**config.mk**
```make
export PLATFORM = sky130hd
export DESIGN_NAME = riscv_multicycle_controller
export DESIGN_NICKNAME = d
export VERILOG_FILES = /design/src/rtl/riscv_multicycle_controller.sv
export SDC_FILE = /design/constraint.sdc
export NUM_CORES = 1
export LEC_CHECK = 0
export ABC_AREA = 0
export CORE_AREA = 2 2 61 63
export DETAILED_ROUTE_END_ITERATION = 10
export DIE_AREA = 0 0 63 65
export GPL_TIMING_DRIVEN = 0
export PLACE_DENSITY = 0.63
export SYNTH_ARGS = -nofsm -noshare
export SYNTH_HDL_FRONTEND = slang
export SYNTH_SLANG_ARGS = --single-unit
```
**constraint.sdc**
```tcl
create_clock -name clk -period 5.2 [get_ports clk]
set_input_delay 1.3 -clock clk [delete_from_list [all_inputs] [get_ports clk]]
set_output_delay 1.3 -clock clk [all_outputs]
set_load 0.02 [all_outputs]
```
**src/rtl/riscv_multicycle_controller.sv**
```systemverilog
// riscv_multicycle_controller
// Moore control FSM for a multicycle RV32I datapath that shares one memory
// and one ALU. Each instruction walks FETCH -> DECODE -> class-specific
// states, taking 3 to 5 cycles plus MEM_WAIT extra cycles per memory access.
//
// Parameters:
//   MEM_WAIT      extra wait cycles per memory access (0..15)
//   ILLEGAL_HALT  1: an illegal instruction parks the FSM in TRAP until reset
//                 0: an illegal instruction is skipped with a one-cycle pulse
//
// Ports:
//   clk, rst                rising-edge clock, synchronous active-high reset
//   op, func3, func7        instruction fields from IR
//   cond                    branch condition computed by the datapath
//   pc_write, ir_write      PC / IR+OldPC load enables
//   adr_src                 memory address select (0 PC, 1 ALUOut)
//   mem_write, reg_write    data memory / register file write strobes
//   result_src              00 ALUOut, 01 mem data, 10 ALU result, 11 imm
//   alu_src_a, alu_src_b    ALU operand selects
//   imm_src                 immediate format (000 I .. 100 J)
//   alu_control             ALU operation
//   state_o                 current FSM state (debug)
//   instr_done              high on the final cycle of an instruction
//   illegal                 illegal-instruction indicator
module riscv_multicycle_controller #(
  parameter int unsigned MEM_WAIT     = 0,
  parameter bit          ILLEGAL_HALT = 1'b1
) (
  input  logic       clk,
  input  logic       rst,
  input  logic [6:0] op,
  input  logic [2:0] func3,
  input  logic [6:0] func7,
  input  logic       cond,
  output logic       pc_write,
  output logic       adr_src,
  output logic       mem_write,
  output logic       ir_write,
  output logic       reg_write,
  output logic [1:0] result_src,
  output logic [1:0] alu_src_a,
  output logic [1:0] alu_src_b,
  output logic [2:0] imm_src,
  output logic [2:0] alu_control,
  output logic [3:0] state_o,
  output logic       instr_done,
  output logic       illegal
);

  localparam logic [3:0] S_FETCH    = 4'd0;
  localparam logic [3:0] S_DECODE   = 4'd1;
  localparam logic [3:0] S_MEMADR   = 4'd2;
  localparam logic [3:0] S_MEMREAD  = 4'd3;
  localparam logic [3:0] S_MEMWB    = 4'd4;
  localparam logic [3:0] S_MEMWRITE = 4'd5;
  localparam logic [3:0] S_EXEC_R   = 4'd6;
  localparam logic [3:0] S_EXEC_I   = 4'd7;
  localparam logic [3:0] S_ALUWB    = 4'd8;
  localparam logic [3:0] S_BRANCH   = 4'd9;
  localparam logic [3:0] S_JUMP     = 4'd10;
  localparam logic [3:0] S_JALR_ADR = 4'd11;
  localparam logic [3:0] S_LUI      = 4'd12;
  localparam logic [3:0] S_TRAP     = 4'd13;

  localparam logic [6:0] OP_LOAD  = 7'b0000011;
  localparam logic [6:0] OP_STORE = 7'b0100011;
  localparam logic [6:0] OP_R     = 7'b0110011;
  localparam logic [6:0] OP_I     = 7'b0010011;
  localparam logic [6:0] OP_BR    = 7'b1100011;
  localparam logic [6:0] OP_JAL   = 7'b1101111;
  localparam logic [6:0] OP_JALR  = 7'b1100111;
  localparam logic [6:0] OP_LUI   = 7'b0110111;

  localparam logic [2:0] ALU_ADD  = 3'b000;
  localparam logic [2:0] ALU_SUB  = 3'b001;
  localparam logic [2:0] ALU_AND  = 3'b010;
  localparam logic [2:0] ALU_OR   = 3'b011;
  localparam logic [2:0] ALU_XOR  = 3'b100;
  localparam logic [2:0] ALU_SLT  = 3'b101;
  localparam logic [2:0] ALU_SLTU = 3'b110;

  localparam logic [3:0] WAIT_LAST = 4'(MEM_WAIT);

  logic [3:0] state;
  logic [3:0] state_nx;
  logic [3:0] wait_cnt;
  logic       trap_flag;
  logic       mem_state;
  logic       wait_last;
  logic       op_legal;
  logic       f3_ok;
  logic       f7_sub;
  logic       r_ok;
  logic       illegal_now;
  logic [2:0] alu_f3;
  logic [2:0] imm_dec;

  // op/func3/func7 come straight from IR, which only changes on ir_write at
  // the end of FETCH, so they act as latched decode for the rest of the
  // instruction.
  assign mem_state = (state == S_FETCH) || (state == S_MEMREAD) ||
                     (state == S_MEMWRITE);
  assign wait_last = (wait_cnt == WAIT_LAST);

  always_comb begin
    op_legal = 1'b0;
    case (op)
      OP_LOAD, OP_STORE, OP_R, OP_I, OP_BR, OP_JAL, OP_JALR, OP_LUI:
        op_legal = 1'b1;
      default: op_legal = 1'b0;
    endcase
  end

  always_comb begin
    imm_dec = 3'b000;
    case (op)
      OP_STORE: imm_dec = 3'b001;
      OP_BR:    imm_dec = 3'b010;
      OP_LUI:   imm_dec = 3'b011;
      OP_JAL:   imm_dec = 3'b100;
      default:  imm_dec = 3'b000;
    endcase
  end

  // Shared func3 -> ALU mapping for R and I forms; shifts are not supported.
  always_comb begin
    f3_ok  = 1'b1;
    alu_f3 = ALU_ADD;
    case (func3)
      3'b000:  alu_f3 = ALU_ADD;
      3'b010:  alu_f3 = ALU_SLT;
      3'b011:  alu_f3 = ALU_SLTU;
      3'b100:  alu_f3 = ALU_XOR;
      3'b110:  alu_f3 = ALU_OR;
      3'b111:  alu_f3 = ALU_AND;
      default: f3_ok  = 1'b0;
    endcase
  end

  assign f7_sub = (func7 == 7'b0100000) && (func3 == 3'b000);
  assign r_ok   = f3_ok && ((func7 == 7'b0000000) || f7_sub);

  assign illegal_now = ((state == S_DECODE) && !op_legal) ||
                       ((state == S_EXEC_R) && !r_ok) ||
                       ((state == S_EXEC_I) && !f3_ok);

  always_comb begin
    state_nx = S_FETCH;
    case (state)
      S_FETCH:    state_nx = wait_last ? S_DECODE : S_FETCH;
      S_DECODE: begin
        case (op)
          OP_LOAD, OP_STORE: state_nx = S_MEMADR;
          OP_R:              state_nx = S_EXEC_R;
          OP_I:              state_nx = S_EXEC_I;
          OP_BR:             state_nx = S_BRANCH;
          OP_JAL:            state_nx = S_JUMP;
          OP_JALR:           state_nx = S_JALR_ADR;
          OP_LUI:            state_nx = S_LUI;
          default:           state_nx = S_FETCH;
        endcase
      end
      S_MEMADR:   state_nx = (op == OP_STORE) ? S_MEMWRITE : S_MEMREAD;
      S_MEMREAD:  state_nx = wait_last ? S_MEMWB : S_MEMREAD;
      S_MEMWB:    state_nx = S_FETCH;
      S_MEMWRITE: state_nx = wait_last ? S_FETCH : S_MEMWRITE;
      S_EXEC_R:   state_nx = S_ALUWB;
      S_EXEC_I:   state_nx = S_ALUWB;
      S_ALUWB:    state_nx = S_FETCH;
      S_BRANCH:   state_nx = S_FETCH;
      S_JUMP:     state_nx = S_ALUWB;
      S_JALR_ADR: state_nx = S_JUMP;
      S_LUI:      state_nx = S_FETCH;
      S_TRAP:     state_nx = S_TRAP;
      default:    state_nx = S_FETCH;
    endcase
    if (illegal_now) begin
      state_nx = ILLEGAL_HALT ? S_TRAP : S_FETCH;
    end
  end

  always_ff @(posedge clk) begin
    if (rst) begin
      state     <= S_FETCH;
      wait_cnt  <= 4'd0;
      trap_flag <= 1'b0;
    end else begin
      state <= state_nx;
      // Counter only runs while a memory state is being held; leaving the
      // state (on its last wait cycle) returns it to zero.
      if (mem_state && !wait_last) begin
        wait_cnt <= wait_cnt + 4'd1;
      end else begin
        wait_cnt <= 4'd0;
      end
      if (state_nx == S_TRAP) begin
        trap_flag <= 1'b1;
      end
    end
  end

  always_comb begin
    pc_write    = 1'b0;
    adr_src     = 1'b0;
    mem_write   = 1'b0;
    ir_write    = 1'b0;
    reg_write   = 1'b0;
    result_src  = 2'b00;
    alu_src_a   = 2'b00;
    alu_src_b   = 2'b00;
    imm_src     = 3'b000;
    alu_control = ALU_ADD;
    instr_done  = 1'b0;
    case (state)
      S_FETCH: begin
        alu_src_b  = 2'b10;
        result_src = 2'b10;
        pc_write   = wait_last;
        ir_write   = wait_last;
      end
      S_DECODE: begin
        alu_src_a = 2'b01;
        alu_src_b = 2'b01;
        imm_src   = imm_dec;
      end
      S_MEMADR: begin
        alu_src_a = 2'b10;
        alu_src_b = 2'b01;
        imm_src   = imm_dec;
      end
      S_MEMREAD: adr_src = 1'b1;
      S_MEMWB: begin
        result_src = 2'b01;
        reg_write  = 1'b1;
        instr_done = 1'b1;
      end
      S_MEMWRITE: begin
        adr_src    = 1'b1;
        mem_write  = 1'b1;
        instr_done = wait_last;
      end
      S_EXEC_R: begin
        alu_src_a = 2'b10;
        if (r_ok) begin
          alu_control = f7_sub ? ALU_SUB : alu_f3;
        end
      end
      S_EXEC_I: begin
        alu_src_a = 2'b10;
        alu_src_b = 2'b01;
        if (f3_ok) begin
          alu_control = alu_f3;
        end
      end
      S_ALUWB: begin
        reg_write  = 1'b1;
        instr_done = 1'b1;
      end
      S_BRANCH: begin
        alu_src_a   = 2'b10;
        alu_control = ALU_SUB;
        pc_write    = cond;
        instr_done  = 1'b1;
      end
      S_JUMP: begin
        // PC takes the target already in ALUOut while the ALU forms OldPC+4.
        pc_write  = 1'b1;
        alu_src_a = 2'b01;
        alu_src_b = 2'b10;
      end
      S_JALR_ADR: begin
        alu_src_a = 2'b10;
        alu_src_b = 2'b01;
      end
      S_LUI: begin
        imm_src    = 3'b011;
        result_src = 2'b11;
        reg_write  = 1'b1;
        instr_done = 1'b1;
      end
      default: ;
    endcase
    // An instruction interrupted by reset must not leave any strobe behind.
    if (rst) begin
      pc_write   = 1'b0;
      ir_write   = 1'b0;
      mem_write  = 1'b0;
      reg_write  = 1'b0;
      instr_done = 1'b0;
    end
  end

  assign state_o = state;
  assign illegal = trap_flag || (!ILLEGAL_HALT && illegal_now);

endmodule

```
# Word level (Yosys, flattened, before mapping)
# Cells that the tools add are included.
[totals]
regBits = 9
output_inout_bits = 23
input_bits = 20
[op_classes]
addsub = 1
eq_ne = 28
reduce_logical = 32
muxes = 30
bitwise_logic = 1
[op_table]
columns = ["cell", "count"]
rows = [
  ["case mux 4 bit (8 select lines)", 1],
  ["equality test 4 bit (second input constant)", 7],
  ["equality test 7 x 6 -> 1 bit (second input constant)", 4],
  ["case mux 4 bit (7 select lines)", 1],
  ["equality test 7 bit (second input constant)", 3],
  ["2-to-1 mux 3 bit", 6],
  ["equality test 4 x 3 -> 1 bit (second input constant)", 4],
  ["case mux 3 bit (5 select lines)", 1],
  ["2-to-1 mux 1 bit", 12],
  ["case mux 3 bit (4 select lines)", 1],
  ["OR reduction 2 bit", 6],
  ["equality test 3 bit (second input constant)", 3],
  ["case mux 3 bit (3 select lines)", 1],
  ["equality test 4 x 2 -> 1 bit (second input constant)", 2],
  ["logical NOT 4 bit", 2],
  ["case mux 2 bit (2 select lines)", 2],
  ["OR reduction 4 bit", 2],
  ["OR reduction 8 bit", 1],
  ["equality test 7 x 2 -> 1 bit (second input constant)", 1],
  ["equality test 7 x 5 -> 1 bit (second input constant)", 1],
  ["logical NOT 7 bit", 1],
  ["equality test 3 x 2 -> 1 bit (second input constant)", 2],
  ["logical AND 1 bit", 6],
  ["case mux 2 bit (3 select lines)", 1],
  ["other kinds (13)", 21],
]

# Logic depth before layout (Yosys ltp)
[depth]
word_depth = 10
ltp_mapped = 7

# Worst setup path before layout
# Ideal clock, no wire load.
[synth_path]
path_type = "input to output"
startpoint = "in func7[1]"
endpoint = "out alu_control[0]"
t_required_ps = 3900
arrival_time_ps = 2403
cell_stages = 5
slack_ps = 1497
n_path_buf = 0
path_cell_list = "nor4_1 > nand4_1 > a21oi_1 > nand2_1 > o211ai_1"
[synth_between]
elab_chain_len = 6
elab_cells_between_ends = 8
classes_between = "eq/ne (1); mux (3); reduce/logical (4)"
[synth_lines]
columns = ["item", "line", "source"]
rows = [
  ["start, declared", "33", "input logic [6:0] func7,"],
  ["equality test 7 x 6 -> 1 bit", "140", "assign f7_sub = (func7 == 7'b0100000) && (func3 == 3'b000);"],
  ["logical AND 1 bit", "140", ""],
  ["logical OR 1 bit", "141", "assign r_ok = f3_ok && ((func7 == 7'b0000000) || f7_sub);"],
  ["logical AND 1 bit", "141", ""],
  ["2-to-1 mux 3 bit (*)", "244", "if (r_ok) begin"],
  ["case mux 3 bit (3 select lines) (*)", "214", "case (state)"],
  ["end, declared", "44", "output logic [2:0] alu_control,"],
]
# Mark *: on every way between the ends. The rest lies on a longest branch, timed or not.

# Worst setup path in the final report
# Same ends and word-level chain as after synthesis.

==> results.json <==
{
  "synth_top_flop_cell": "dfxtp_1",
  "drtAntennaViolNets": 0,
  "synth_edf_count": 0,
  "fin_crit_sh": 0.897,
  "switching_share": 0.433,
  "fillCellCount": 379,
  "seqCellArea_sq_um": 180,
  "rsz0062_at_grt": "false",
  "min_path_cells": 1,
  "clk_pin_slew_ps": 60,
  "vias": 1214,
  "cts_sinks": 9,
  "slew_headroom": 0.695,
  "worst_pin_slew_ps": 451,
  "grt_pass1_vias": 1028,
  "initial_core_util": 0.285,
  "post_cts_buffers": 0,
  "tritoncts": "yes",
  "post_cts_resized": 0,
  "n_antenna_cell": 0,
  "avgSynthCellArea_sq_um": 6.88,
  "maxCapViolations": 0,
  "place_area_sq_mm": 0.00148,
  "synth_cell_type_count": 47,
  "fmax_mhz": 214,
  "p_switching_mw": 0.152,
  "first_pass_iters": 4,
  "fin_skew_ps": 6.42,
  "drt_iter0_markers": 93,
  "antenna_found_initial": 0,
  "crit_required_ps": 3900,
  "yosysWarnings": 0,
  "gp_congestion": 0.782,
  "reg2reg_depth": 7,
  "gr-usage-all-layers": 0.142,
  "fin_nets": 214,
  "holdCritStartpoint": "wait_cnt[0]$_SDFF_PP0_",
  "r2r-start": "wait_cnt[0]$_SDFF_PP0_",
  "critical_path_class": "in -> out",
  "worstPathArrival_ps": 3370,
  "endpoint_kind": "primary output",
  "dieArea_sq_mm": 0.00410,
  "crit_path_start": "func7[1]",
  "setup_violations": 0,
  "syn_inst": 145,
  "dp_hpwl_microns": 2310,
  "multi_input_area_sq_um": 761,
  "grt_max_degree": 11,
  "die_w_microns": 63,
  "mostFrequentLayoutCell": "clkdlybuf4s50_1",
  "mostFrequentLayoutCells": "clkdlybuf4s50_1 (42), nor2_1 (17), nand2_1 (12)",
  "status": "finished, final reports clean",
  "grt_pass1_wl_microns": 4820,
  "cts.path.max_buffers": 2,
  "slew_violations": 0,
  "worst_ir_drop_vdd_uv": 122,
  "start_kind": "input pin",
  "hp-class": "reg -> reg",
  "cts_hold_buffers": 0,
  "portBuffers": 42,
  "area_growth_pct": 50.9,
  "fin_area_sq_mm": 0.00151,
  "async_reset_ff_frac": 0,
  "netlist_area_sq_um": 997,
  "drt-total-wl_microns": 2940,
  "dieHeight_microns": 65,
  "p_seq_frac": 0.230,
  "rows": 22,
  "drc": 0,
  "drive_above_1_share": 0.0628,
  "tns_ps": 0,
  "post-route-util": 0.431,
  "cp_max_fo": 2,
  "comb_power_share": 0.617,
  "clockPowerShare": 0.153,
  "p_int_mw": 0.199,
  "wl_per_cell_microns": 12.3,
  "pin_count": 43,
  "p_leak_nw": 0.525,
  "syn_nets": 167,
  "crit_path_frequent_cell": "clkdlybuf4s50_1",
  "numCtsBuffers": 3,
  "cp_cell_sequence": "clkdlybuf4s50_1, nor4_1, nand4_1, a21oi_1, nand2_1, o211ai_1, clkdlybuf4s50_1",
  "powerDensity_mw_per_mm2": 233,
  "seq_area_frac_synth": 0.181,
  "via_per_inst": 5.08,
  "ys_seq_elements": 9,
  "core_area_sq_mm": 0.00350,
  "cts-root-buf": "clkbuf_4",
  "critPathSlowestCell": "clkdlybuf4s50_1",
  "cts_max_level": 1,
  "critical-path-max-stage-delay_ps": 630,
  "final_hold_viol_count": 0,
  "post-route-min-period_ps": 4670,
  "insertion_delay_ps": 260,
  "grt_overflow": 0
}
-- synth_stat cells, types with 2 or more instances --
cell type | number | area, sq um
a21oi_1 | 11 | 55.1
a2bb2oi_1 | 2 | 17.5
a31oi_1 | 2 | 12.5
and3_1 | 2 | 12.5
buf_2 | 3 | 15.0
clkbuf_1 | 4 | 15.0
dfxtp_1 | 9 | 180
ha_1 | 2 | 25.0
inv_1 | 5 | 18.8
nand2_1 | 12 | 45.0
nand2b_1 | 5 | 31.3
nand3_1 | 4 | 20.0
nand3b_1 | 4 | 30.0
nor2_1 | 17 | 63.8
nor2b_1 | 7 | 43.8
nor3_1 | 11 | 55.1
nor4_1 | 3 | 18.8
nor4b_1 | 3 | 26.3
o21a_1 | 2 | 15.0
o21ai_1 | 5 | 25.0
o22ai_1 | 2 | 12.5
or2_1 | 2 | 12.5
xnor2_1 | 2 | 17.5
xor2_1 | 3 | 26.3
-- worst paths after layout --
check | slack [ps] | to
setup / recovery | 530 | alu_control[0]
hold / removal | 460 | wait_cnt[0]$_SDFF_PP0_
setup reg to reg | 3380 | illegal$_SDFFE_PP0N_
hold reg to reg | 460 | wait_cnt[0]$_SDFF_PP0_
-- through the flow --
step / total power [mW] / setup WS, ps / cells / hold slack, ps
3_3_place_gp: 0.297 / 538 / 235 / 448
5_1_grt: 0.379 / 260 / 239 / 488
4_1_cts: 0.353 / 515 / 239 / 466
3_5_place_dp: 0.297 / 517 / 235 / 456
6_report: 0.351 / 533 / 239 / 458
2_1_floorplan: 0.210 / 1500 / 145 / 430
-- critical path: cells and delay by family --
kind | cells | cell delay (ps)
AOI/OAI and AO/OA | 2 | 380
and+or+nand+nor | 3 | 660
buffers and inverters | 2 | 1030
-- kinds of logic (layout without fill, tap and decap cells) --
group,Yosys count,in the layout,synth area share
AOI/OAI and AO/OA,35,35,0.243
xor gates and xnor gates,5,5,0.0439
adders and majority gates,2,2,0.0251
buffers and inverters,14,60,0.0564
DFF,9,9,0.181
muxes,1,1,0.0100
and+or+nand+nor,79,79,0.440
-- final cells by class --
class / instances / share of cell area
Tap cell: 48 / 0.0399
Timing Repair Buffer: 42 / 0.279
Multi-Input combinational cell: 122 / 0.505
Buffer: 8 / 0.0224
Clock inverter: 1 / 0.00333
Clock buffer: 3 / 0.0150
Inverter: 6 / 0.0150
Sequential cell: 9 / 0.120
-- power by group through the flow --
stage / Sequential (mW) / Combinational, mW / Clock, mW
2_1_floorplan: 0.0871 / 0.123 / 0
3_3_place_gp: 0.0820 / 0.215 / 0
3_5_place_dp: 0.0821 / 0.215 / 0
4_1_cts: 0.0806 / 0.216 / 0.0561
5_1_grt: 0.0818 / 0.235 / 0.0616
6_report: 0.0807 / 0.217 / 0.0538
-- per-layer routing --
metal / share of wire / track usage / wire (microns)
met1: 0.50 / 0.199 / 1480
met2: 0.44 / 0.221 / 1300
met3: 0.053 / 0.0330 / 157
met4: 0 / 0.0278 / 0
met5: 0 / 0 / 0
-- state kept, by name, indices dropped and copies added (netlist names) --
signal	count
state_o	4
wait_cnt	4
illegal	1
Note: power is estimated with default switching activity, not from simulation.
